### src/rtl/cpu_bus_responder_pkg.sv
// Shared types, memory-map constants and the address decoder for the CPU bus responder.
// The decoder is a function so the responder and any future observer agree on one map.
package cpu_bus_pkg;

  typedef enum logic [1:0] {
    TgtNone  = 2'd0,
    TgtExt   = 2'd1,
    TgtVideo = 2'd2,
    TgtIo    = 2'd3
  } tgt_sel_e;

  typedef enum logic [2:0] {
    RegExt,
    RegVideo,
    RegUnusable,
    RegIo,
    RegHram
  } region_e;

  typedef enum logic [1:0] {
    StIdle,
    StIssue,
    StWait,
    StDone
  } state_e;

  typedef enum logic [1:0] {
    AccFwd,
    AccHram,
    AccUnusable,
    AccBlocked
  } access_e;

  localparam logic [15:0] ROM_BASE       = 16'h0000;
  localparam logic [15:0] ROM_LIMIT      = 16'h7FFF;
  localparam logic [15:0] VRAM_BASE      = 16'h8000;
  localparam logic [15:0] VRAM_LIMIT     = 16'h9FFF;
  localparam logic [15:0] EXT_RAM_BASE   = 16'hA000;
  localparam logic [15:0] EXT_RAM_LIMIT  = 16'hBFFF;
  localparam logic [15:0] WRAM_BASE      = 16'hC000;
  localparam logic [15:0] WRAM_LIMIT     = 16'hDFFF;
  localparam logic [15:0] ECHO_BASE      = 16'hE000;
  localparam logic [15:0] ECHO_LIMIT     = 16'hFDFF;
  localparam logic [15:0] OAM_BASE       = 16'hFE00;
  localparam logic [15:0] OAM_LIMIT      = 16'hFE9F;
  localparam logic [15:0] UNUSABLE_BASE  = 16'hFEA0;
  localparam logic [15:0] UNUSABLE_LIMIT = 16'hFEFF;
  localparam logic [15:0] IO_BASE        = 16'hFF00;
  localparam logic [15:0] IO_LIMIT       = 16'hFF7F;
  localparam logic [15:0] HRAM_BASE      = 16'hFF80;
  localparam logic [15:0] HRAM_LIMIT     = 16'hFFFE;
  localparam logic [15:0] IE_BASE        = 16'hFFFF;
  localparam logic [15:0] IE_LIMIT       = 16'hFFFF;

  localparam logic [7:0] OPEN_BUS_DEFAULT = 8'hFF;
  localparam logic [7:0] UNUSABLE_DEFAULT = 8'h00;
  localparam int         HRAM_DEPTH       = 127;

  function automatic logic in_range(input logic [15:0] addr, input logic [15:0] base,
                                    input logic [15:0] limit);
    return (addr >= base) && (addr <= limit);
  endfunction

  // First match wins; echo RAM is forwarded to the external block untouched.
  function automatic region_e cpu_bus_decode(input logic [15:0] addr);
    region_e region;
    if (in_range(addr, ROM_BASE, ROM_LIMIT))                region = RegExt;
    else if (in_range(addr, VRAM_BASE, VRAM_LIMIT))         region = RegVideo;
    else if (in_range(addr, EXT_RAM_BASE, EXT_RAM_LIMIT))   region = RegExt;
    else if (in_range(addr, WRAM_BASE, WRAM_LIMIT))         region = RegExt;
    else if (in_range(addr, ECHO_BASE, ECHO_LIMIT))         region = RegExt;
    else if (in_range(addr, OAM_BASE, OAM_LIMIT))           region = RegVideo;
    else if (in_range(addr, UNUSABLE_BASE, UNUSABLE_LIMIT)) region = RegUnusable;
    else if (in_range(addr, IO_BASE, IO_LIMIT))             region = RegIo;
    else if (in_range(addr, HRAM_BASE, HRAM_LIMIT))         region = RegHram;
    else if (in_range(addr, IE_BASE, IE_LIMIT))             region = RegIo;
    else                                                    region = RegExt;
    return region;
  endfunction

endpackage

### src/rtl/cpu_bus_responder_if.sv
// CPU-side request bus and the single strobe/ready target bus used by the responder.
// On each bus the master modport is the side that originates the access.
interface cpu_bus_if;
  logic [1:0]  t_cycle;
  logic        cpu_mem_enable;
  logic        cpu_mem_write;
  logic [15:0] cpu_addr;
  logic [7:0]  cpu_wdata;
  logic [7:0]  cpu_data_in;

  modport master (output t_cycle, cpu_mem_enable, cpu_mem_write, cpu_addr, cpu_wdata,
                  input cpu_data_in);
  modport slave  (input t_cycle, cpu_mem_enable, cpu_mem_write, cpu_addr, cpu_wdata,
                  output cpu_data_in);
endinterface

interface tgt_bus_if;
  import cpu_bus_pkg::*;

  tgt_sel_e    tgt_sel;
  logic        tgt_req;
  logic        tgt_write;
  logic [15:0] tgt_addr;
  logic [7:0]  tgt_wdata;
  logic [7:0]  tgt_rdata;
  logic        tgt_ready;

  modport master (output tgt_sel, tgt_req, tgt_write, tgt_addr, tgt_wdata,
                  input tgt_rdata, tgt_ready);
  modport slave  (input tgt_sel, tgt_req, tgt_write, tgt_addr, tgt_wdata,
                  output tgt_rdata, tgt_ready);
endinterface

### src/rtl/cpu_bus_responder_hram.sv
// 127x8 high RAM: synchronous write, asynchronous read, contents survive reset.
module cpu_hram
  import cpu_bus_pkg::*;
(
  input  logic       clk,
  input  logic       we,
  input  logic [6:0] waddr,
  input  logic [7:0] wdata,
  input  logic [6:0] raddr,
  output logic [7:0] rdata
);

  logic [7:0] mem_q [HRAM_DEPTH];

  always_ff @(posedge clk) begin
    if (we) begin
      mem_q[waddr] <= wdata;
    end
  end

  assign rdata = mem_q[raddr];

endmodule

### src/rtl/cpu_bus_responder.sv
// Responder for the CPU memory interface: one request per M-cycle, HRAM served locally,
// everything else forwarded over the target bus with DMA lockout and timeout handling.
module cpu_bus_responder
  import cpu_bus_pkg::*;
#(
  parameter logic [7:0] OPEN_BUS_VALUE = OPEN_BUS_DEFAULT,
  parameter logic [7:0] UNUSABLE_VALUE = UNUSABLE_DEFAULT,
  parameter bit         DMA_LOCK_EN    = 1'b1
) (
  input  logic       clk,
  input  logic       reset_n,
  cpu_bus_if.slave   cpuIf,
  tgt_bus_if.master  tgtIf,
  input  logic       dma_active,
  output logic       timeout_err,
  output logic       dma_conflict,
  input  logic       err_clear
);

  state_e      state_q;
  access_e     kind_q;
  logic        write_q;
  logic        captured_q;
  logic [7:0]  rdata_q;
  logic [7:0]  cpuData_q;
  tgt_sel_e    tgtSel_q;
  logic        tgtReq_q;
  logic        tgtWrite_q;
  logic [15:0] tgtAddr_q;
  logic [7:0]  tgtWdata_q;
  logic        timeoutErr_q;
  logic        dmaConflict_q;

  region_e     capRegion;
  logic        capLocked;
  access_e     capKind_d;
  tgt_sel_e    capSel_d;
  logic        hramWe;
  logic [7:0]  hramRdata;

  always_comb begin
    capRegion = cpu_bus_decode(cpuIf.cpu_addr);
    capLocked = DMA_LOCK_EN && dma_active && (capRegion != RegHram) && (capRegion != RegIo);
    capKind_d = AccFwd;
    capSel_d  = TgtNone;
    if (capLocked) begin
      capKind_d = AccBlocked;
    end else begin
      unique case (capRegion)
        RegHram:     capKind_d = AccHram;
        RegUnusable: capKind_d = AccUnusable;
        RegVideo:    capSel_d  = TgtVideo;
        RegIo:       capSel_d  = TgtIo;
        default:     capSel_d  = TgtExt;
      endcase
    end
  end

  // HRAM writes commit at the end of the in-sequence ISSUE clock only.
  assign hramWe = (state_q == StIssue) && (cpuIf.t_cycle == 2'd1) &&
                  (kind_q == AccHram) && write_q;

  cpu_hram uHram (
    .clk   (clk),
    .we    (hramWe),
    .waddr (tgtAddr_q[6:0]),
    .wdata (tgtWdata_q),
    .raddr (tgtAddr_q[6:0]),
    .rdata (hramRdata)
  );

  always_ff @(posedge clk or negedge reset_n) begin
    if (!reset_n) begin
      state_q       <= StIdle;
      kind_q        <= AccFwd;
      write_q       <= 1'b0;
      captured_q    <= 1'b0;
      rdata_q       <= 8'h00;
      cpuData_q     <= OPEN_BUS_VALUE;
      tgtSel_q      <= TgtNone;
      tgtReq_q      <= 1'b0;
      tgtWrite_q    <= 1'b0;
      tgtAddr_q     <= 16'h0000;
      tgtWdata_q    <= 8'h00;
      timeoutErr_q  <= 1'b0;
      dmaConflict_q <= 1'b0;
    end else begin
      tgtReq_q <= 1'b0;
      // Clearing comes first so a same-clock set below overrides it.
      if (err_clear) begin
        timeoutErr_q  <= 1'b0;
        dmaConflict_q <= 1'b0;
      end
      unique case (state_q)
        StIdle: begin
          if ((cpuIf.t_cycle == 2'd0) && cpuIf.cpu_mem_enable) begin
            state_q    <= StIssue;
            kind_q     <= capKind_d;
            write_q    <= cpuIf.cpu_mem_write;
            captured_q <= 1'b0;
            tgtAddr_q  <= cpuIf.cpu_addr;
            tgtWdata_q <= cpuIf.cpu_wdata;
            tgtSel_q   <= capSel_d;
            tgtReq_q   <= (capKind_d == AccFwd);
            tgtWrite_q <= (capKind_d == AccFwd) && cpuIf.cpu_mem_write;
            if (capKind_d == AccBlocked) begin
              dmaConflict_q <= 1'b1;
            end
          end
        end
        StIssue: begin
          if (cpuIf.t_cycle != 2'd1) begin
            state_q    <= StIdle;
            tgtSel_q   <= TgtNone;
            tgtWrite_q <= 1'b0;
          end else begin
            state_q <= StWait;
            if (kind_q == AccHram) begin
              rdata_q    <= hramRdata;
              captured_q <= 1'b1;
            end else if ((kind_q == AccFwd) && tgtIf.tgt_ready) begin
              rdata_q    <= tgtIf.tgt_rdata;
              captured_q <= 1'b1;
            end
          end
        end
        StWait: begin
          if (cpuIf.t_cycle != 2'd2) begin
            state_q    <= StIdle;
            tgtSel_q   <= TgtNone;
            tgtWrite_q <= 1'b0;
          end else begin
            state_q <= StDone;
            // Read data is loaded here so it is stable for the whole of t3.
            unique case (kind_q)
              AccFwd: begin
                if (captured_q) begin
                  if (!write_q) cpuData_q <= rdata_q;
                end else if (tgtIf.tgt_ready) begin
                  if (!write_q) cpuData_q <= tgtIf.tgt_rdata;
                end else begin
                  timeoutErr_q <= 1'b1;
                  if (!write_q) cpuData_q <= OPEN_BUS_VALUE;
                end
              end
              AccHram: begin
                if (!write_q) cpuData_q <= rdata_q;
              end
              AccUnusable: begin
                if (!write_q) cpuData_q <= UNUSABLE_VALUE;
              end
              default: begin
                if (!write_q) cpuData_q <= OPEN_BUS_VALUE;
              end
            endcase
          end
        end
        default: begin
          state_q    <= StIdle;
          tgtSel_q   <= TgtNone;
          tgtWrite_q <= 1'b0;
        end
      endcase
    end
  end

  assign cpuIf.cpu_data_in = cpuData_q;
  assign tgtIf.tgt_sel     = tgtSel_q;
  assign tgtIf.tgt_req     = tgtReq_q;
  assign tgtIf.tgt_write   = tgtWrite_q;
  assign tgtIf.tgt_addr    = tgtAddr_q;
  assign tgtIf.tgt_wdata   = tgtWdata_q;
  assign timeout_err       = timeoutErr_q;
  assign dma_conflict      = dmaConflict_q;

endmodule

### src/flat_wrapper.sv
// flat-port wrapper written by rule: the top's interface ports become plain ports
module cpu_bus_responder_flat import cpu_bus_pkg::*;
#(
  parameter logic [7:0] OPEN_BUS_VALUE = OPEN_BUS_DEFAULT,
  parameter logic [7:0] UNUSABLE_VALUE = UNUSABLE_DEFAULT,
  parameter bit         DMA_LOCK_EN    = 1'b1
)
  (clk, reset_n, dma_active, timeout_err, dma_conflict, err_clear, cpuIf_t_cycle, cpuIf_cpu_mem_enable, cpuIf_cpu_mem_write, cpuIf_cpu_addr, cpuIf_cpu_wdata, cpuIf_cpu_data_in, tgtIf_tgt_sel, tgtIf_tgt_req, tgtIf_tgt_write, tgtIf_tgt_addr, tgtIf_tgt_wdata, tgtIf_tgt_rdata, tgtIf_tgt_ready);
  cpu_bus_if cpuIf_i ();
  tgt_bus_if tgtIf_i ();
  input  logic clk;
  input  logic reset_n;
  input  logic dma_active;
  output logic timeout_err;
  output logic dma_conflict;
  input  logic err_clear;
  input wire logic [$bits(cpuIf_i.t_cycle)-1:0] cpuIf_t_cycle;
  input wire logic [$bits(cpuIf_i.cpu_mem_enable)-1:0] cpuIf_cpu_mem_enable;
  input wire logic [$bits(cpuIf_i.cpu_mem_write)-1:0] cpuIf_cpu_mem_write;
  input wire logic [$bits(cpuIf_i.cpu_addr)-1:0] cpuIf_cpu_addr;
  input wire logic [$bits(cpuIf_i.cpu_wdata)-1:0] cpuIf_cpu_wdata;
  output wire logic [$bits(cpuIf_i.cpu_data_in)-1:0] cpuIf_cpu_data_in;
  output wire logic [$bits(tgtIf_i.tgt_sel)-1:0] tgtIf_tgt_sel;
  output wire logic [$bits(tgtIf_i.tgt_req)-1:0] tgtIf_tgt_req;
  output wire logic [$bits(tgtIf_i.tgt_write)-1:0] tgtIf_tgt_write;
  output wire logic [$bits(tgtIf_i.tgt_addr)-1:0] tgtIf_tgt_addr;
  output wire logic [$bits(tgtIf_i.tgt_wdata)-1:0] tgtIf_tgt_wdata;
  input wire logic [$bits(tgtIf_i.tgt_rdata)-1:0] tgtIf_tgt_rdata;
  input wire logic [$bits(tgtIf_i.tgt_ready)-1:0] tgtIf_tgt_ready;
  assign cpuIf_i.t_cycle = cpuIf_t_cycle;
  assign cpuIf_i.cpu_mem_enable = cpuIf_cpu_mem_enable;
  assign cpuIf_i.cpu_mem_write = cpuIf_cpu_mem_write;
  assign cpuIf_i.cpu_addr = cpuIf_cpu_addr;
  assign cpuIf_i.cpu_wdata = cpuIf_cpu_wdata;
  assign cpuIf_cpu_data_in = cpuIf_i.cpu_data_in;
  assign tgtIf_tgt_sel = tgtIf_i.tgt_sel;
  assign tgtIf_tgt_req = tgtIf_i.tgt_req;
  assign tgtIf_tgt_write = tgtIf_i.tgt_write;
  assign tgtIf_tgt_addr = tgtIf_i.tgt_addr;
  assign tgtIf_tgt_wdata = tgtIf_i.tgt_wdata;
  assign tgtIf_i.tgt_rdata = tgtIf_tgt_rdata;
  assign tgtIf_i.tgt_ready = tgtIf_tgt_ready;
  cpu_bus_responder #(.OPEN_BUS_VALUE(OPEN_BUS_VALUE), .UNUSABLE_VALUE(UNUSABLE_VALUE), .DMA_LOCK_EN(DMA_LOCK_EN)) u_core (.clk(clk), .reset_n(reset_n), .cpuIf(cpuIf_i), .tgtIf(tgtIf_i), .dma_active(dma_active), .timeout_err(timeout_err), .dma_conflict(dma_conflict), .err_clear(err_clear));
endmodule
### config.mk
export PLATFORM = sky130hd
export DESIGN_NAME = cpu_bus_responder_flat
export DESIGN_NICKNAME = d
export VERILOG_FILES = /design/src/rtl/cpu_bus_responder_pkg.sv /design/src/rtl/cpu_bus_responder_if.sv /design/src/rtl/cpu_bus_responder_hram.sv /design/src/rtl/cpu_bus_responder.sv /design/src/flat_wrapper.sv
export SDC_FILE = /design/constraint.sdc
export NUM_CORES = 1
export LEC_CHECK = 0
export ABC_AREA = 1
export CELL_PAD_IN_SITES_DETAIL_PLACEMENT = 1
export CELL_PAD_IN_SITES_GLOBAL_PLACEMENT = 2
export CORE_MARGIN = 3
export CORE_UTILIZATION = 40
export DETAILED_ROUTE_END_ITERATION = 7
export PLACE_DENSITY_LB_ADDON = 0.1
export SETUP_SLACK_MARGIN = 0.4
export SYNTH_ARGS = -nofsm -noshare
export SYNTH_HDL_FRONTEND = slang
export SYNTH_SLANG_ARGS = --single-unit
### constraint.sdc
create_clock -name clk -period 4.4 [get_ports clk]
set_input_delay 0.88 -clock clk [delete_from_list [all_inputs] [get_ports clk]]
set_output_delay 0.88 -clock clk [all_outputs]
set_load 0.05 [all_outputs]
==> metrics.txt, run 1 <==
H-tree lvl count=3; Boundary Pins=79; Multi-input gate area=11600 um^2; Initial DRT Pass Iterations=6; total die area=116000 um^2; final hold violations=0; Buffers on Ports=78; Leak Pwr=19.3 nW; net count after synthesis=4204; syn avg cell area=10.7 um^2; maxcap violations=0; pre-CTS WS=425 ps; die width=340 um; pwr dens=527 nW/um^2; Tot Pwr=27.0 mW; Avg WL per Cell=25.4 um; dpl cell area=47400 um^2; placed cells=5600; Iteration-0 DRC Markers=2534; Syn Inst Count=4163; largest net degree at the start of global routing=118; worst skew pair latency=710 ps; crit path time final=3310 ps; Max Clock Skew=24.7 ps; number of global-route vias before repair=31787; Tcrit/Tclk final=75.2%; Cell variety after synth=41; Max VDD drop=0.352 mV; worst reg-to-reg setup slack=1090 ps; status=completed; Layout area overhead=14.8%; Reg2Reg Launch Point=u_core.tgtIf.tgt_addr[0]; Final ANT Viol Nets=0; sequential cell area fraction in the yosys report=71.2%; Synthesis Warnings=0; CP Data Arrival Time=3910 ps; TritonCTS clock tree=yes; R2R Path End=u_core.rdata_q[2]; share of layout cells above drive strength 1=7.78%; Via density=5.29; clock root cell=clkbuf_16; clock sinks=1068; overflow left after global routing=0; final core utilization=46.6%; Worst Hold Slack=274 ps; Slew headroom=34.0%; Worst-Margin Slew=990 ps; Total Negative Setup Slacks=0 ps; Worst setup SP type=register; initial antenna violation count=2; hold buffers post-CTS=0; clk buf depth=3; GP Congestion=0.818; total CTS buffers=117; Crit path required time=5000 ps; DR vias=30750; HP Class=in2async; clock slew at reported path FFs=60 ps; post_cts resized=0; RSZ-0062 raised after global routing=false; critical path type=reg2reg; Filler Cell Count=11928; Ant. Diodes=0; Worst Setup End Kind=register; fmax=302 MHz; Setup WS post-layout=1090 ps; Routed WL=148 mm; Final Cell Area=51300 um^2; Syn Std Cell Area=44700 um^2; Setup Viol. Count Final=0; Core Area=110000 um^2; DRC Markers=0; Layout Cells excl Fill=5818; Rows=121; global-route wire length before repair=216 mm; CP Max Fanout=107; Initial Util=40.7%; Die H=340 um; pins over their slew limit=0; Reg2Reg Depth=14; register area=31900 um^2; nets=4284; Seq cells post-synth=1068; GRT Util Overall=25.3%; DP HPWL=92.6 mm; post-CTS setup buffer count=0
==> layout make-up <==
| class | count | share of cell area (%) |
|---|---|---|
| Sequential cell | 1068 | 62.1 |
| Timing Repair Buffer | 186 | 3.58 |
| Clock inverter | 82 | 1.60 |
| Multi-Input combinational cell | 2801 | 22.6 |
| Clock buffer | 136 | 5.93 |
| Inverter | 69 | 0.549 |
| Tap cell | 1476 | 3.60 |
==> layout by cell type, fill, tap and decap left out, types with 6 or more instances in the layout <==
cell type        count
inv_1               56
dfrtp_1             33
nand4_1             40
nand3_1             19
nand4_4              6
dfrtp_4             11
dfstp_2              8
clkinv_2            31
nor2_1             224
or2_2                9
clkbuf_16          119
nand2_1           1960
clkinv_1            31
a21oi_1            323
o22ai_1              8
o21ai_0            174
buf_12              20
buf_4               88
clkbuf_1            17
clkdlybuf4s50_1     77
edfxtp_1          1016
bufinv_16           14
==> worst max path at each step <==
| stage | from | cells after the start | slack (ps) | to |
|---|---|---|---|---|
| after floorplan | u_core.tgtIf.tgt_wdata[0] | 0 | 1490 | tgtIf_tgt_wdata[0] |
| after global placement | cpuIf_t_cycle[1] | 8 | 530 | u_core.uHram.mem_q[51][3] |
| after CTS | u_core.tgtIf.tgt_wdata[3] | 1 | 1010 | tgtIf_tgt_wdata[3] |
| after global routing | u_core.tgtIf.tgt_addr[0] | 17 | 940 | u_core.rdata_q[5] |
| final | u_core.tgtIf.tgt_addr[0] | 14 | 1090 | u_core.rdata_q[2] |
| after detailed placement | cpuIf_t_cycle[0] | 7 | 430 | u_core.uHram.mem_q[19][2] |
==> routing by layer <==
layer	routed length, um	global-route usage (%)
met1	67700	36.0
met2	70500	42.2
met3	7070	3.06
met4	2570	4.72
met5	0	0
==> flip-flops by register name, indices dropped and copies added (netlist names) <==
name                      cells
u_core.uHram.mem_q         1016
u_core.tgtIf.tgt_addr        16
u_core.cpuIf.cpu_data_in      8
u_core.rdata_q                8
u_core.tgtIf.tgt_wdata        8
u_core.kind_q                 2
u_core.state_q                2
u_core.tgtIf.tgt_sel          2
u_core.captured_q             1
u_core.dma_conflict           1
u_core.tgtIf.tgt_req          1
u_core.tgtIf.tgt_write        1
u_core.timeout_err            1
u_core.write_q                1
==> cell usage after synthesis, drive strengths merged <==
| master | instances | area [um^2] |
|---|---|---|
| a211oi | 1 | 7.51 |
| a21boi | 2 | 15.0 |
| a21oi | 323 | 1620 |
| a22oi | 1 | 7.51 |
| a31oi | 4 | 25.0 |
| a32oi | 1 | 8.76 |
| buf | 121 | 632 |
| clkbuf | 104 | 390 |
| clkinv | 6 | 22.5 |
| dfrtp | 44 | 1100 |
| dfstp | 8 | 210 |
| edfxtp | 1016 | 30500 |
| inv | 63 | 239 |
| nand2 | 1961 | 7360 |
| nand3 | 20 | 113 |
| nand3b | 3 | 22.5 |
| nand4 | 46 | 378 |
| nor2 | 229 | 878 |
| nor3 | 3 | 26.3 |
| o2111ai | 1 | 8.76 |
| o211ai | 1 | 7.51 |
| o21a | 1 | 7.51 |
| o21ai | 176 | 881 |
| o221a | 4 | 45.0 |
| o221ai | 4 | 35.0 |
| o22a | 2 | 17.5 |
| o22ai | 8 | 50.1 |
| or2 | 10 | 62.6 |
==> cells by family (layout without fill, tap and decap cells) <==
| family | after synthesis | count (layout) | share of synthesized area [%] |
|---|---|---|---|
| AOI/OAI and AO/OA | 529 | 529 | 6.12 |
| buffers and inverters | 294 | 473 | 2.87 |
| DFF | 1068 | 1068 | 71.2 |
| and+or+nand+nor | 2272 | 2272 | 19.8 |
==> worst max-delay path, cell delays in order, from the launching register on <==
cell     delay (ps)
dfrtp_4         570
inv_8           230
buf_4           350
nand2_1          90
a21oi_1          60
o21ai_0         370
nand2_1         160
nand2_1          90
nand2_1         110
nor2_1          110
nor2_1           40
nor2_1          400
nand2_1         250
nand2_1         110
nand2_1          50
==> where the power goes <==
group          internal [mW]  switching, mW
logic                   1.21           4.00
clock network           5.77           4.13
registers               11.7          0.234
(Power assumes the default switching activity.)
==> run 2, diff against run 1 <==
==> constraint.sdc (replaced) <==
create_clock -name clk -period 3.4 [get_ports clk]
set_input_delay 0.68 -clock clk [delete_from_list [all_inputs] [get_ports clk]]
set_output_delay 0.68 -clock clk [all_outputs]
set_load 0.05 [all_outputs]
==> run 2 against run 1 <==
  * Cell count up 2.8%
  * Combinational power rose by 35%
  * Register-to-register slack got worse by 670 ps
  * Non-clock buffer count grew 169
  * Utilization increased by 1.1 points
  * Routed wire length barely moved
  * Critical path depth fell by 1
  * Total power rose by 27%
  * Global-route usage barely moved
  * Die area unchanged
  * Via count is 1.8% higher
  * Maximum frequency rose by 11%
==> metrics.txt, run 2 (synthesis results as in run 1) <==
status=completed; die width=340 um (unchanged); HP Class=in2async; most used cell along the critical path=nand2_1; DP HPWL=93.0 mm (+0.39%); most flop-heavy register=u_core.uHram.mem_q; overflow left after global routing=0 (unchanged); crit path to=u_core.rdata_q[4]; largest net degree at the start of global routing=123 (+4.2%); fmax=336 MHz (+11%); Worst Hold Slack=130 ps (-144 ps); commonest cells after routing, fill and taps aside=1959 x nand2_1, 1016 x edfxtp_1, 323 x a21oi_1; worst reg-to-reg setup slack=420 ps (-670 ps); total die area=116000 um^2 (unchanged); Initial DRT Pass Iterations=5 (-1); R2R Path End=u_core.rdata_q[4]; Worst-Margin Slew=950 ps (-40.4 ps); clock root cell=clkbuf_16; Max VDD drop=0.708 mV (+100%); Layout area overhead=17.4%; nets=4450 (+3.9%); Final Cell Area=52500 um^2 (+2.3%); max reg flops=1016 (unchanged); initial antenna violation count=7 (+5); Setup Viol. Count Final=0 (unchanged); crit path time final=2980 ps (-331 ps); H-tree lvl count=3 (unchanged); TritonCTS clock tree=yes; Rows=121 (unchanged); global-route wire length before repair=217 mm (+0.32%); pre-CTS WS=353 ps (-72.8 ps); total CTS buffers=114 (-2.6%); Tot Pwr=34.4 mW (+27%); maxcap violations=0 (unchanged); CP Max Fanout=86 (-20%); Max Clock Skew=30.9 ps (+6.14 ps); CP max stage delay=590 ps (+20 ps); GRT Util Overall=25.3% (about the same); number of global-route vias before repair=32213 (+1.3%); Layout Cells excl Fill=5982 (+2.8%); Worst Setup End Kind=register; Comb power frac=20.4% (+1.1 points); Filler Cell Count=11907 (-0.18%); Initial Util=40.7% (unchanged); Boundary Pins=79 (unchanged); sequential share of power=44.7% (+0.6 points); switching pwr=10.7 mW (+28%); Setup WS post-layout=420 ps (-669 ps); Int Power=23.7 mW (+27%); final core utilization=47.7% (+1.1 points); cell family with most CP delay=simple AND/OR/NAND/NOR gates; commonest non-fill, non-tap cell in the layout=nand2_1; Routed WL=148 mm (about the same); clk buf depth=3 (unchanged); clock sinks=1068 (unchanged); Reg2Reg Depth=13 (-1); Buffers on Ports=78 (unchanged); Crit path required time=3990 ps (-1010 ps); Leak Pwr=20.1 nW (+4.2%); Clock Power Share=34.9% (-1.7 points); dpl cell area=48900 um^2 (+3.1%); pins over their slew limit=0 (unchanged); Iteration-0 DRC Markers=2655 (+4.8%); hold buffers post-CTS=0 (unchanged); DR vias=31307 (+1.8%); Worst setup SP type=register; slowest stage cell, crit path=dfrtp_4; final hold violations=0 (unchanged); Core Area=110000 um^2 (unchanged); Sw Share=31.1% (+0.11 points); Tcrit/Tclk final=87.6% (+12 points); worst skew pair latency=710 ps (about the same); worst path bufs/invs=1 (-1); Final ANT Viol Nets=0 (unchanged); Critical path origin=u_core.tgtIf.tgt_addr[0]; share of layout cells above drive strength 1=11.0% (+3.2 points); placed cells=5768 (+3.0%); critical-path cell list=buf_12 -> nand2_1 -> nand2_1 -> nand2_1 -> a21oi_1 -> o21ai_0 -> nand2_1 -> nor2_1 -> nand2_1 -> nor2_1 -> nand2_1 -> nand2_1 -> nand2_1; GP Congestion=0.847 (+3.7%); clock slew at reported path FFs=60 ps (about the same); CP Data Arrival Time=3570 ps (-340 ps); Total Negative Setup Slacks=0 ps (unchanged); pwr dens=656 nW/um^2 (+24%); Slew headroom=36.7% (+2.7 points); cell depth of the worst setup path=13 (-1); RSZ-0062 raised after global routing=true; Die H=340 um (unchanged); critical path type=reg2reg; Reg2Reg Launch Point=u_core.tgtIf.tgt_addr[0]; Via density=5.23 (-0.98%); DRC Markers=0 (unchanged); Avg WL per Cell=24.7 um (-2.8%)
run 2: cell types whose count changed in the layout (fill, tap and decap cells not counted), sizes merged:
cell / change
clkinv: -7
clkinvlp: -1
clkdlybuf4s50: -3
clkdlybuf4s15: +1
buf: +169
inv: +1
bufinv: -6
clkbuf: +8
diode: +1
dlygate4sd2: +1
run 2: layout make-up:
type	count	area, um^2	area share [%]
sequential	1068	31900	60.7
multi-input combinational	2801	11600	22.1
timing repair buffer	355	3300	6.29
clock buffer	143	3000	5.72
tap	1476	1850	3.52
clock inverter	69	559	1.07
inverter	69	290	0.553
antenna	1	2.50	0.00477
run 2: layer usage:
layer	global-route usage (%)	vias to the layer above	share of wire, %
li1	-	14571	-
met1	35.2	15727	45
met2	40.8	793	47
met3	4.56	212	5.7
met4	7.35	4	2.9
met5	0	-	0.018
run 2: power groups by stage:
stage	logic, mW	clock network, mW	registers [mW]
2_1_floorplan	3.23	0	16.1
3_3_place_gp	7.02	0	15.6
3_5_place_dp	7.07	0	15.6
4_1_cts	7.09	12.3	15.4
5_1_grt	7.68	12.8	15.4
6_report	7.03	12.0	15.4
run 2: repair_timing:
item,CTS,global route
setup buffers,0,1
hold endpoints to repair,0,0
setup endpoints to repair,3,9
resized for setup,5,12
run 2: worst min-delay path by stage:
stage                                        start                         to  depth (start not counted)
after floorplan                            reset_n          u_core.captured_q                          0
after global placement    u_core.tgtIf.tgt_addr[8]   u_core.tgtIf.tgt_addr[8]                          2
after detailed placement         u_core.rdata_q[0]          u_core.rdata_q[0]                          2
after CTS                                  reset_n   u_core.tgtIf.tgt_addr[8]                          1
after global routing                       reset_n  u_core.tgtIf.tgt_addr[11]                          1
final                                      reset_n        u_core.dma_conflict                          1
